<file path="src/rtl/input_conditioner_pkg.sv">
// Shared definitions for the board input conditioner: channel FSM encoding
// and the default debounce interval.
package input_conditioner_pkg;

    // Per-channel qualification state.
    typedef enum logic {
        StStable = 1'b0,
        StCheck  = 1'b1
    } state_e;

    // 20 ms at 50 MHz.
    localparam int unsigned DefaultDebounceCycles = 1000000;

endpackage

</file>
<file path="src/rtl/input_conditioner_debounce_channel.sv">
// One input channel: 2-flop synchronizer, stability counter, accepted level
// and registered rise/fall pulses that line up with the new level.
module input_conditioner_debounce_channel
    import input_conditioner_pkg::*;
#(
    parameter logic        RESET_LEVEL     = 1'b0,
    parameter int unsigned DEBOUNCE_CYCLES = DefaultDebounceCycles,
    parameter int unsigned COUNT_WIDTH     = 24
) (
    input  logic clk_i,
    input  logic rst_i,
    input  logic raw_i,
    output logic level_o,
    output logic rise_o,
    output logic fall_o
);

    localparam logic [COUNT_WIDTH-1:0] LastCount = COUNT_WIDTH'(DEBOUNCE_CYCLES - 1);

    logic                   sync1_q, sync2_q;
    state_e                 state_q, state_d;
    logic [COUNT_WIDTH-1:0] count_q, count_d;
    logic                   level_q, level_d;
    logic                   rise_q, rise_d;
    logic                   fall_q, fall_d;

    // Bring the raw asynchronous input into the clock domain.
    always_ff @(posedge clk_i or posedge rst_i) begin
        if (rst_i) begin
            sync1_q <= RESET_LEVEL;
            sync2_q <= RESET_LEVEL;
        end else begin
            sync1_q <= raw_i;
            sync2_q <= sync1_q;
        end
    end

    // Qualify a change only after it has held for DEBOUNCE_CYCLES samples.
    always_comb begin
        state_d = state_q;
        count_d = count_q;
        level_d = level_q;
        rise_d  = 1'b0;
        fall_d  = 1'b0;
        unique case (state_q)
            StStable: begin
                count_d = '0;
                if (sync2_q != level_q) begin
                    state_d = StCheck;
                end
            end
            StCheck: begin
                if (sync2_q == level_q) begin
                    // Glitch: drop it and restart from scratch on the next change.
                    state_d = StStable;
                    count_d = '0;
                end else if (count_q == LastCount) begin
                    state_d = StStable;
                    count_d = '0;
                    level_d = sync2_q;
                    rise_d  = sync2_q;
                    fall_d  = ~sync2_q;
                end else begin
                    count_d = count_q + COUNT_WIDTH'(1);
                end
            end
        endcase
    end

    // Channel state; the accepted level resets to the idle input polarity.
    always_ff @(posedge clk_i or posedge rst_i) begin
        if (rst_i) begin
            state_q <= StStable;
            count_q <= '0;
            level_q <= RESET_LEVEL;
            rise_q  <= 1'b0;
            fall_q  <= 1'b0;
        end else begin
            state_q <= state_d;
            count_q <= count_d;
            level_q <= level_d;
            rise_q  <= rise_d;
            fall_q  <= fall_d;
        end
    end

    assign level_o = level_q;
    assign rise_o  = rise_q;
    assign fall_o  = fall_q;

endmodule

</file>
<file path="src/rtl/input_conditioner.sv">
// Board input front end: debounces active-low pushbuttons and slide switches,
// producing clean levels plus press/release pulses for the keys.
module input_conditioner
    import input_conditioner_pkg::*;
#(
    parameter int unsigned NUM_KEYS        = 4,
    parameter int unsigned NUM_SWITCHES    = 10,
    parameter int unsigned DEBOUNCE_CYCLES = DefaultDebounceCycles,
    parameter int unsigned COUNT_WIDTH     = 24
) (
    input  logic                    clock,
    input  logic                    reset,
    input  logic [NUM_KEYS-1:0]     key_n,
    input  logic [NUM_SWITCHES-1:0] switch_raw,
    output logic [NUM_KEYS-1:0]     key_pressed,
    output logic [NUM_KEYS-1:0]     key_press_pulse,
    output logic [NUM_KEYS-1:0]     key_release_pulse,
    output logic [NUM_SWITCHES-1:0] switch_level,
    output logic                    any_key_event
);

    logic [NUM_KEYS-1:0]     key_level;
    logic [NUM_KEYS-1:0]     key_rise;
    logic [NUM_KEYS-1:0]     key_fall;
    logic [NUM_SWITCHES-1:0] sw_rise;
    logic [NUM_SWITCHES-1:0] sw_fall;
    logic                    unused_sw_pulses;

    // Key channels run in raw (active-low) polarity, idling released.
    for (genvar i = 0; i < NUM_KEYS; i++) begin : g_key
        input_conditioner_debounce_channel #(
            .RESET_LEVEL    (1'b1),
            .DEBOUNCE_CYCLES(DEBOUNCE_CYCLES),
            .COUNT_WIDTH    (COUNT_WIDTH)
        ) u_chan (
            .clk_i  (clock),
            .rst_i  (reset),
            .raw_i  (key_n[i]),
            .level_o(key_level[i]),
            .rise_o (key_rise[i]),
            .fall_o (key_fall[i])
        );
    end

    for (genvar j = 0; j < NUM_SWITCHES; j++) begin : g_sw
        input_conditioner_debounce_channel #(
            .RESET_LEVEL    (1'b0),
            .DEBOUNCE_CYCLES(DEBOUNCE_CYCLES),
            .COUNT_WIDTH    (COUNT_WIDTH)
        ) u_chan (
            .clk_i  (clock),
            .rst_i  (reset),
            .raw_i  (switch_raw[j]),
            .level_o(switch_level[j]),
            .rise_o (sw_rise[j]),
            .fall_o (sw_fall[j])
        );
    end

    // Invert to active-high: a falling raw level is a press, a rising one a release.
    always_comb begin
        key_pressed       = ~key_level;
        key_press_pulse   = key_fall;
        key_release_pulse = key_rise;
        any_key_event     = |{key_fall, key_rise};
        unused_sw_pulses  = ^{sw_rise, sw_fall};
    end

endmodule

</file>
<file path="config.mk">
export PLATFORM = sky130hd
export DESIGN_NAME = input_conditioner
export DESIGN_NICKNAME = d
export VERILOG_FILES = /design/src/rtl/input_conditioner_pkg.sv /design/src/rtl/input_conditioner_debounce_channel.sv /design/src/rtl/input_conditioner.sv
export SDC_FILE = /design/constraint.sdc
export NUM_CORES = 1
export LEC_CHECK = 0
export ABC_AREA = 1
export BUFFER_PORTS_ARGS = -buffer_cell sky130_fd_sc_hd__buf_2
export CAP_MARGIN = 10
export CORE_MARGIN = 1.5
export CORE_UTILIZATION = 58
export DETAILED_ROUTE_END_ITERATION = 6
export PLACE_DENSITY = 0.77
export SYNTH_ARGS = -nofsm -noshare
export SYNTH_HDL_FRONTEND = slang
export SYNTH_SLANG_ARGS = --single-unit
</file>
<file path="constraint.sdc">
create_clock -name clock -period 12.35 [get_ports clock]
set_clock_uncertainty 0.1 [all_clocks]
set_input_delay 0.6175 -clock clock [delete_from_list [all_inputs] [get_ports clock]]
set_output_delay 0.6175 -clock clock [all_outputs]
set_load 0.03 [all_outputs]
</file>
==> impl_metrics.tcl, run 1 <==
set metrics [dict create \
    drt_drc_violations_left 0 \
    synth-simple-area-share 0.411 \
    drt-pass1-iter-count 6 \
    vias_in_the_first_global_route 19404 \
    detailedPlacementHpwl_microns 34600 \
    clk_pin_slew_worst_paths_ns 0.06 \
    synth_top_cell_by_area "sky130_fd_sc_hd__dfrtp_1" \
    drt.antenna.violating_nets 0 \
    synth.cell_area_sq_um 22700 \
    power.static_leakage_nw 11.2 \
    final_max_slew_viol_count 0 \
    synthXorXnorAreaFrac 0.0339 \
    critPathCaptureType "output port" \
    design.die.area_sq_um 40400 \
    ys.warnings.count 0 \
    crit_arrival_ns 2.03 \
    ir_drop_mv 0.116 \
    critPathLaunchType "register" \
    fp.dieW_microns 201 \
    synth.yosys.seq_area_share 0.441 \
    final_area_sq_um 24900 \
    antenna_violations_before_repair 0 \
    fp.coreArea_sq_um 38600 \
    yosys_register_bits 400 \
    rsz0062_at_grt "false" \
    boundaryPins 39 \
    main_combinational_cell_family_by_area_after_synthesis "simple AND/OR/NAND/NOR gates" \
    grt_first_pass_wirelength_microns 85000 \
    mean_post_synth_cell_area_sq_um 6.88 \
    fmax_ghz 0.364 \
    synth.net_count 3332 \
    min_path_type "input pin to register" \
    worst-slew-pin-transition_ns 0.988 \
    power_mw 2.85 \
    gp_congestion 0.921 \
    worst-setup-path-type "register to output port" \
    area_delta_synth_final_pct 9.79 \
    post_synth_main_area_contributors "sky130_fd_sc_hd__dfrtp_1 (43%), sky130_fd_sc_hd__nand2_1 (16%), sky130_fd_sc_hd__nor2_1 (14%)" \
    yosys-mux-area-fraction 0 \
    antenna_cell_count 0 \
    clockBufferDepth 3 \
    placement_rows 72 \
    dpl-instance-area_sq_um 23300 \
    worst_ep_required_time_ns 11.63 \
    track_usage 0.245 \
    cts_tree "done" \
    finalCriticalPeriod_ns 2.75 \
    adder_cell_fraction_of_synth_area 0.00771 \
    io_buffers 38 \
    worst_slew_margin_rel 0.341 \
    die_h_microns 201 \
    total_negative_setup_slacks_ns 0 \
    path_max_fanout 2 \
    wire_per_inst_microns 12.3 \
    share_of_final_layout_standard_cells_stronger_than_drive_strength_1 0.0723 \
    synth_compound_gate_area_share 0.0241 \
    pwr_density_cell_nw_per_um2 114 \
    root_cell_of_the_clock_tree "sky130_fd_sc_hd__clkbuf_16" \
    cts_made_buffers 46 \
    synth_cells 3302 \
    number_of_setup_violations_in_the_final_report 0 \
    drt_wl_total_microns 48000 \
    floorplan.initialDensity 0.588 \
    finalHoldViolCount 0 \
    post-route-period-util 0.222 \
    clock_sinks 400 \
    insertion_delay_ns 0.58 \
    gr-total-overflow 0 \
    fillers 3380 \
    outcome "completed" \
    largest_net_degree_at_the_start_of_global_routing 121 \
    finish.net_count 3385 \
    via_count 20046 \
    synthDominantCellAreaShare 0.428 \
    vias_per_cell 5.13 \
    synth_cell_type_count 41 \
    sequential_cell_area_sq_um 10000 \
    multi_input_area_sq_um 10800 \
    clock_tree.htree_level_count 2 \
    detailedRoute.firstIterationViolations 1213 \
    max-cap-violations 0 \
]
-- kinds of logic after synthesis --
group,count (synthesis)
adders and majority gates,14
AOI/OAI and AO/OA,102
buffers and inverters,454
DFF,400
xor gates and xnor gates,87
and+or+nand+nor,2245
-- cell usage in the layout, fill, tap and decap left out, types with 15 or more instances in the layout --
master	instances
sky130_fd_sc_hd__nor2_4	15
sky130_fd_sc_hd__a21oi_1	50
sky130_fd_sc_hd__buf_2	38
sky130_fd_sc_hd__inv_2	15
sky130_fd_sc_hd__nand3_1	205
sky130_fd_sc_hd__nand2_1	939
sky130_fd_sc_hd__inv_1	399
sky130_fd_sc_hd__nor2_1	843
sky130_fd_sc_hd__clkbuf_16	47
sky130_fd_sc_hd__xor2_1	61
sky130_fd_sc_hd__dfrtp_1	388
sky130_fd_sc_hd__nor2_2	41
sky130_fd_sc_hd__nor3_1	79
sky130_fd_sc_hd__xnor2_1	25
sky130_fd_sc_hd__or2_2	17
sky130_fd_sc_hd__nand4_1	56
sky130_fd_sc_hd__nand2_2	17
sky130_fd_sc_hd__o21ai_0	37
-- stage by stage --
stage / util / hold WS, ns / setup slack [ns] / instances
2_1_floorplan: - / 0.231 / 0.528 / 3302
3_3_place_gp: 0.603 / 0.233 / 9.80 / 3823
3_5_place_dp: 0.603 / 0.235 / 9.78 / 3823
4_1_cts: 0.645 / 0.000163 / 9.55 / 3905
5_1_grt: 0.645 / 0.00245 / 9.51 / 3905
6_report: 0.645 / 0.0324 / 9.60 / 3905
-- sequential cells by signal, summed over array words and instances, names as in the netlist --
register,cells
g_key.u_chan.rise_o,4
g_sw.u_chan.sync2_q,10
g_sw.u_chan.sync1_q,10
g_sw.u_chan.state_q,10
g_key.u_chan.sync2_q,4
g_key.u_chan.sync1_q,4
g_key.u_chan.count_q,96
g_key.u_chan.fall_o,4
g_key.u_chan.level_o,4
g_sw.u_chan.level_o,10
g_sw.u_chan.count_q,240
g_key.u_chan.state_q,4
-- repair_timing --
item,4_1_cts,5_1_grt
buffers inserted,0,0
hold endpoints to repair,2,0
resized for setup,0,0
hold buffers,2,0
-- critical path, cell delays in order, from the launching register on --
cell and delay [ns]:
sky130_fd_sc_hd__dfrtp_1 0.39, sky130_fd_sc_hd__nor4_1 0.76, sky130_fd_sc_hd__nand2_1 0.09, sky130_fd_sc_hd__buf_2 0.21
-- final timing paths --
check / slack (ns) / cells after the start / startpoint / endpoint
hold reg to reg: 0.25 / 0 / g_sw[7].u_chan.sync1_q / g_sw[7].u_chan.sync2_q
min in group asynchronous: 0.07 / 2 / reset / g_sw[4].u_chan.state_q
setup reg to reg: 9.92 / 8 / g_sw[8].u_chan.count_q[0] / g_sw[8].u_chan.count_q[4]
max in group asynchronous: 10.50 / 3 / reset / g_sw[5].u_chan.sync2_q
hold / removal: 0.03 / 1 / key_n[3] / g_key[3].u_chan.sync1_q
setup / recovery: 9.60 / 3 / g_key[2].u_chan.rise_o / any_key_event
-- layer usage --
metal	global-route usage	wire [microns]	vias up	share of wire
met4	0.0618	853	0	0.018
met1	0.321	21700	9251	0.45
met5	0	0	-	0
li1	-	-	10243	-
met2	0.423	23000	474	0.48
met3	0.0391	2410	78	0.050
-- where the power goes --
group          total, mW  switching [mW]  internal [mW]
clock               1.44           0.537          0.900
combinational     0.0805          0.0635         0.0171
sequential          1.34          0.0108           1.33
-- cell usage after synthesis --
cell type / instances
sky130_fd_sc_hd__dfstp_2: 12
sky130_fd_sc_hd__nand3_2: 2
sky130_fd_sc_hd__or2_1: 1
sky130_fd_sc_hd__a21oi_2: 1
sky130_fd_sc_hd__or2_0: 1
sky130_fd_sc_hd__inv_2: 15
sky130_fd_sc_hd__nand2_2: 17
sky130_fd_sc_hd__o21bai_1: 2
sky130_fd_sc_hd__nor3_2: 1
sky130_fd_sc_hd__xor2_1: 61
sky130_fd_sc_hd__ha_1: 14
sky130_fd_sc_hd__a31oi_1: 7
sky130_fd_sc_hd__o211ai_1: 1
sky130_fd_sc_hd__nor2_4: 15
sky130_fd_sc_hd__buf_4: 31
sky130_fd_sc_hd__dfrtp_1: 388
sky130_fd_sc_hd__or2_4: 1
sky130_fd_sc_hd__nor3b_1: 6
sky130_fd_sc_hd__o21ai_0: 37
sky130_fd_sc_hd__nor2_1: 843
sky130_fd_sc_hd__buf_12: 1
sky130_fd_sc_hd__nand3_1: 205
sky130_fd_sc_hd__nor4_1: 2
sky130_fd_sc_hd__nand2_1: 939
sky130_fd_sc_hd__a21oi_1: 50
sky130_fd_sc_hd__nor3_1: 79
sky130_fd_sc_hd__buf_2: 6
sky130_fd_sc_hd__nand2_4: 3
sky130_fd_sc_hd__inv_1: 400
sky130_fd_sc_hd__or2_2: 17
sky130_fd_sc_hd__and3_1: 6
sky130_fd_sc_hd__nand3b_1: 2
sky130_fd_sc_hd__o21ai_1: 1
sky130_fd_sc_hd__a21oi_4: 1
sky130_fd_sc_hd__nor2_2: 41
sky130_fd_sc_hd__buf_6: 1
sky130_fd_sc_hd__and2_1: 8
sky130_fd_sc_hd__nand4_1: 56
sky130_fd_sc_hd__xor2_2: 1
sky130_fd_sc_hd__xnor2_1: 25
sky130_fd_sc_hd__a21o_1: 2
-- layout make-up --
| type | instances | share of cell area |
|---|---|---|
| Timing Repair Buffer | 44 | 0.00963 |
| Sequential cell | 400 | 0.402 |
| Inverter | 415 | 0.0628 |
| Clock buffer | 62 | 0.0534 |
| Tap cell | 518 | 0.0260 |
| Multi-Input combinational cell | 2448 | 0.435 |
| Clock inverter | 18 | 0.0116 |
Note: power is estimated with default switching activity, not from simulation.
==> run 2: changes to the inputs <==
- ABC_AREA: 1 -> 0
- CORE_UTILIZATION: 58 -> 57
- PLACE_DENSITY: 0.77 -> 0.76
- clock period: 12.35 -> 2.45 ns (I/O delays scaled with it)
==> impl_metrics.tcl, run 2 <==
set metrics [dict create \
    critPathLaunchType "register" \
    design.die.area_sq_um 34900 \
    fp.dieW_microns 187 \
    mostFrequentLayoutCell "sky130_fd_sc_hd__dfrtp_1" \
    worst-slew-pin-transition_ns 0.690 \
    synth_top_cell_by_area "sky130_fd_sc_hd__dfrtp_1" \
    synth.net_count 1992 \
    largest-register "g_sw.u_chan.count_q" \
    dominantRegCellSynth "sky130_fd_sc_hd__dfrtp_1" \
    critPathCaptureType "register" \
    min_path_type "input pin to async pin" \
    vias_per_cell 5.92 \
    gr-total-overflow 0 \
    path_max_fanout 2 \
    crit_top_cell "sky130_fd_sc_hd__or4_4" \
    outcome "completed" \
    via_count 14814 \
    crit_path_cell_trace "or4_1 -> or4_4 -> or4_4 -> mux2_4" \
    postCtsSetupRepairBufs 0 \
    placement_rows 67 \
    wire_per_inst_microns 14.8 \
    fmax_ghz 0.419 \
    rsz0062_at_grt "false" \
    antenna_violations_before_repair 0 \
    ir_drop_mv 0.536 \
    most-common-layout-cells "sky130_fd_sc_hd__dfrtp_1 (388), sky130_fd_sc_hd__nor2_1 (235), sky130_fd_sc_hd__a21oi_1 (130)" \
    clk_pin_slew_worst_paths_ns 0.06 \
    fp.coreArea_sq_um 33400 \
    power.static_leakage_nw 8.66 \
    fillers 2590 \
    async_reset_ff_frac 1.00 \
    top_regs "g_sw.u_chan.count_q: 240 flops, g_key.u_chan.count_q: 96 flops" \
    multi_input_area_sq_um 8700 \
    io_buffers 38 \
    worst-setup-path-type "register to register" \
    synth.yosys.seq_area_share 0.520 \
    number_of_enable_flip_flop_cells_after_synthesis 0 \
    finalCriticalPeriod_ns 2.38 \
    drt.antenna.violating_nets 0 \
    drt_wl_total_microns 37100 \
    die_h_microns 187 \
    worst_slew_margin_rel 0.534 \
    worst_ep_required_time_ns 2.78 \
    final_max_slew_viol_count 0 \
    cp_slowest_stage_delay_ns 0.55 \
    vias_in_the_first_global_route 14508 \
    track_usage 0.216 \
    post_synth_main_area_contributors "sky130_fd_sc_hd__dfrtp_1 (50%), sky130_fd_sc_hd__xor2_1 (4.6%), sky130_fd_sc_hd__nor2_1 (4.6%)" \
    synth_cells 1962 \
    dpl-instance-area_sq_um 20100 \
    detailedRoute.firstIterationViolations 814 \
    synth.cell_area_sq_um 19300 \
    largest_reg_flops 240 \
    clock_sinks 400 \
    mean_post_synth_cell_area_sq_um 9.83 \
    finish.net_count 2053 \
    critical-path-slowest-cell "sky130_fd_sc_hd__or4_4" \
    drt-pass1-iter-count 5 \
    cts_made_buffers 43 \
    boundaryPins 39 \
    max-cap-violations 0 \
    synthDominantCellAreaShare 0.504 \
    gp_congestion 0.834 \
    area_delta_synth_final_pct 13.4 \
    placed_cells 2411 \
    total_negative_setup_slacks_ns 0 \
    clock_tree.htree_level_count 2 \
    crit_arrival_ns 2.71 \
    insertion_delay_ns 0.55 \
    sequential_cell_area_sq_um 10000 \
    root_cell_of_the_clock_tree "sky130_fd_sc_hd__clkbuf_16" \
    pwr_density_cell_nw_per_um2 641 \
    finalHoldViolCount 0 \
    antenna_cell_count 0 \
    ys.warnings.count 0 \
    drt_drc_violations_left 0 \
    cts_tree "done" \
    yosys_register_bits 400 \
    final_area_sq_um 21900 \
    synth.most_common_cell "sky130_fd_sc_hd__dfrtp_1" \
    largest_net_degree_at_the_start_of_global_routing 95 \
    synth_commonest_cells "sky130_fd_sc_hd__dfrtp_1 (388), sky130_fd_sc_hd__nor2_1 (235), sky130_fd_sc_hd__a21oi_1 (130)" \
    share_of_final_layout_standard_cells_stronger_than_drive_strength_1 0.107 \
    number_of_setup_violations_in_the_final_report 0 \
    detailedPlacementHpwl_microns 24100 \
    grt_first_pass_wirelength_microns 65400 \
    synth_cell_type_count 41 \
    stdcell_count 2502 \
    clockBufferDepth 3 \
    post-route-period-util 0.973 \
    floorplan.initialDensity 0.576 \
]
[run 2: cell types whose count changed after synthesis, sizes merged, moves of 57 or more]
cell    delta
clkbuf    +57
inv      -355
nand3    -103
nand4     +63
or3       +82
nor2     -664
xnor2     +65
nand2    -853
or4       +79
a21oi     +78
[run 2: cell families (layout without fill, tap and decap cells)]
| logic type | Yosys count | count (layout) | share of synthesized area |
|---|---|---|---|
| compound gates | 275 | 275 | 0.0822 |
| xor+xnor | 192 | 192 | 0.0872 |
| fa+ha+maj | 14 | 14 | 0.00909 |
| buf+inv | 141 | 233 | 0.0313 |
| flops | 400 | 400 | 0.520 |
| mux | 14 | 14 | 0.00857 |
| simple gates | 926 | 926 | 0.262 |
[run 2: per-layer routing]
| layer | vias to the layer above | GRT usage | wire length (microns) |
|---|---|---|---|
| li1 | 7214 | - | - |
| met1 | 7332 | 0.285 | 16900 |
| met2 | 211 | 0.370 | 18200 |
| met3 | 57 | 0.0328 | 1270 |
| met4 | 0 | 0.0670 | 748 |
| met5 | - | 0 | 0 |
[run 2: what timing repair did]
action | 4_1_cts | 5_1_grt
hold endpoints to repair | 187 | 0
endpoints found under the setup margin | 0 | 32
gates resized for setup | 0 | 6
hold buffers | 15 | 0
[run 2: report_power, final]
group	switching, mW	total, mW	internal, mW	leakage [nW]
Clock	2.59	6.93	4.35	0.756
Sequential	0.0427	6.71	6.67	5.45
Combinational	0.255	0.371	0.116	2.45
Total	2.89	14.0	11.1	8.66
[run 2: worst max-delay path, delay by kind of cell (launching register included)]
| kind | cells | cell delay, ns |
|---|---|---|
| multiplexers | 1 | 0.30 |
| AND/OR/NAND/NOR | 3 | 1.50 |
| flip-flops | 1 | 0.37 |
[run 2: per-stage QoR]
stage	total power, mW	hold slack, ns	utilization	worst slack, ns
2_1_floorplan	7.05	0.0270	-	-3.15
3_3_place_gp	7.19	0.0850	0.602	0.0411
3_5_place_dp	7.20	0.0779	0.602	0.0369
4_1_cts	14.2	0.0538	0.653	0.0282
5_1_grt	14.5	0.0825	0.653	0.00722
6_report	14.0	0.0730	0.653	0.0661
[run 2: layout make-up]
| cell class | instances | area share |
|---|---|---|
| multi-input cells | 1421 | 0.398 |
| well taps | 448 | 0.0256 |
| inverters | 60 | 0.0105 |
| repair buffers | 97 | 0.0370 |
| clock buffers | 59 | 0.0580 |
| clock inverters | 17 | 0.0121 |
| flip-flops and latches | 400 | 0.459 |
[run 2: path summary, 6_finish.rpt]
path / from / to / slack [ns] / depth (start not counted)
max: g_sw[1].u_chan.count_q[12] / g_sw[1].u_chan.level_o / 0.07 / 4
min: reset / g_sw[1].u_chan.count_q[6] / 0.07 / 3
min reg2reg: g_sw[8].u_chan.sync1_q / g_sw[8].u_chan.sync2_q / 0.25 / 0
max in group asynchronous: reset / g_sw[9].u_chan.sync1_q / 1.35 / 4
max reg2reg: g_sw[1].u_chan.count_q[12] / g_sw[1].u_chan.level_o / 0.07 / 4
min in group clock: switch_raw[9] / g_sw[9].u_chan.sync1_q / 0.12 / 2
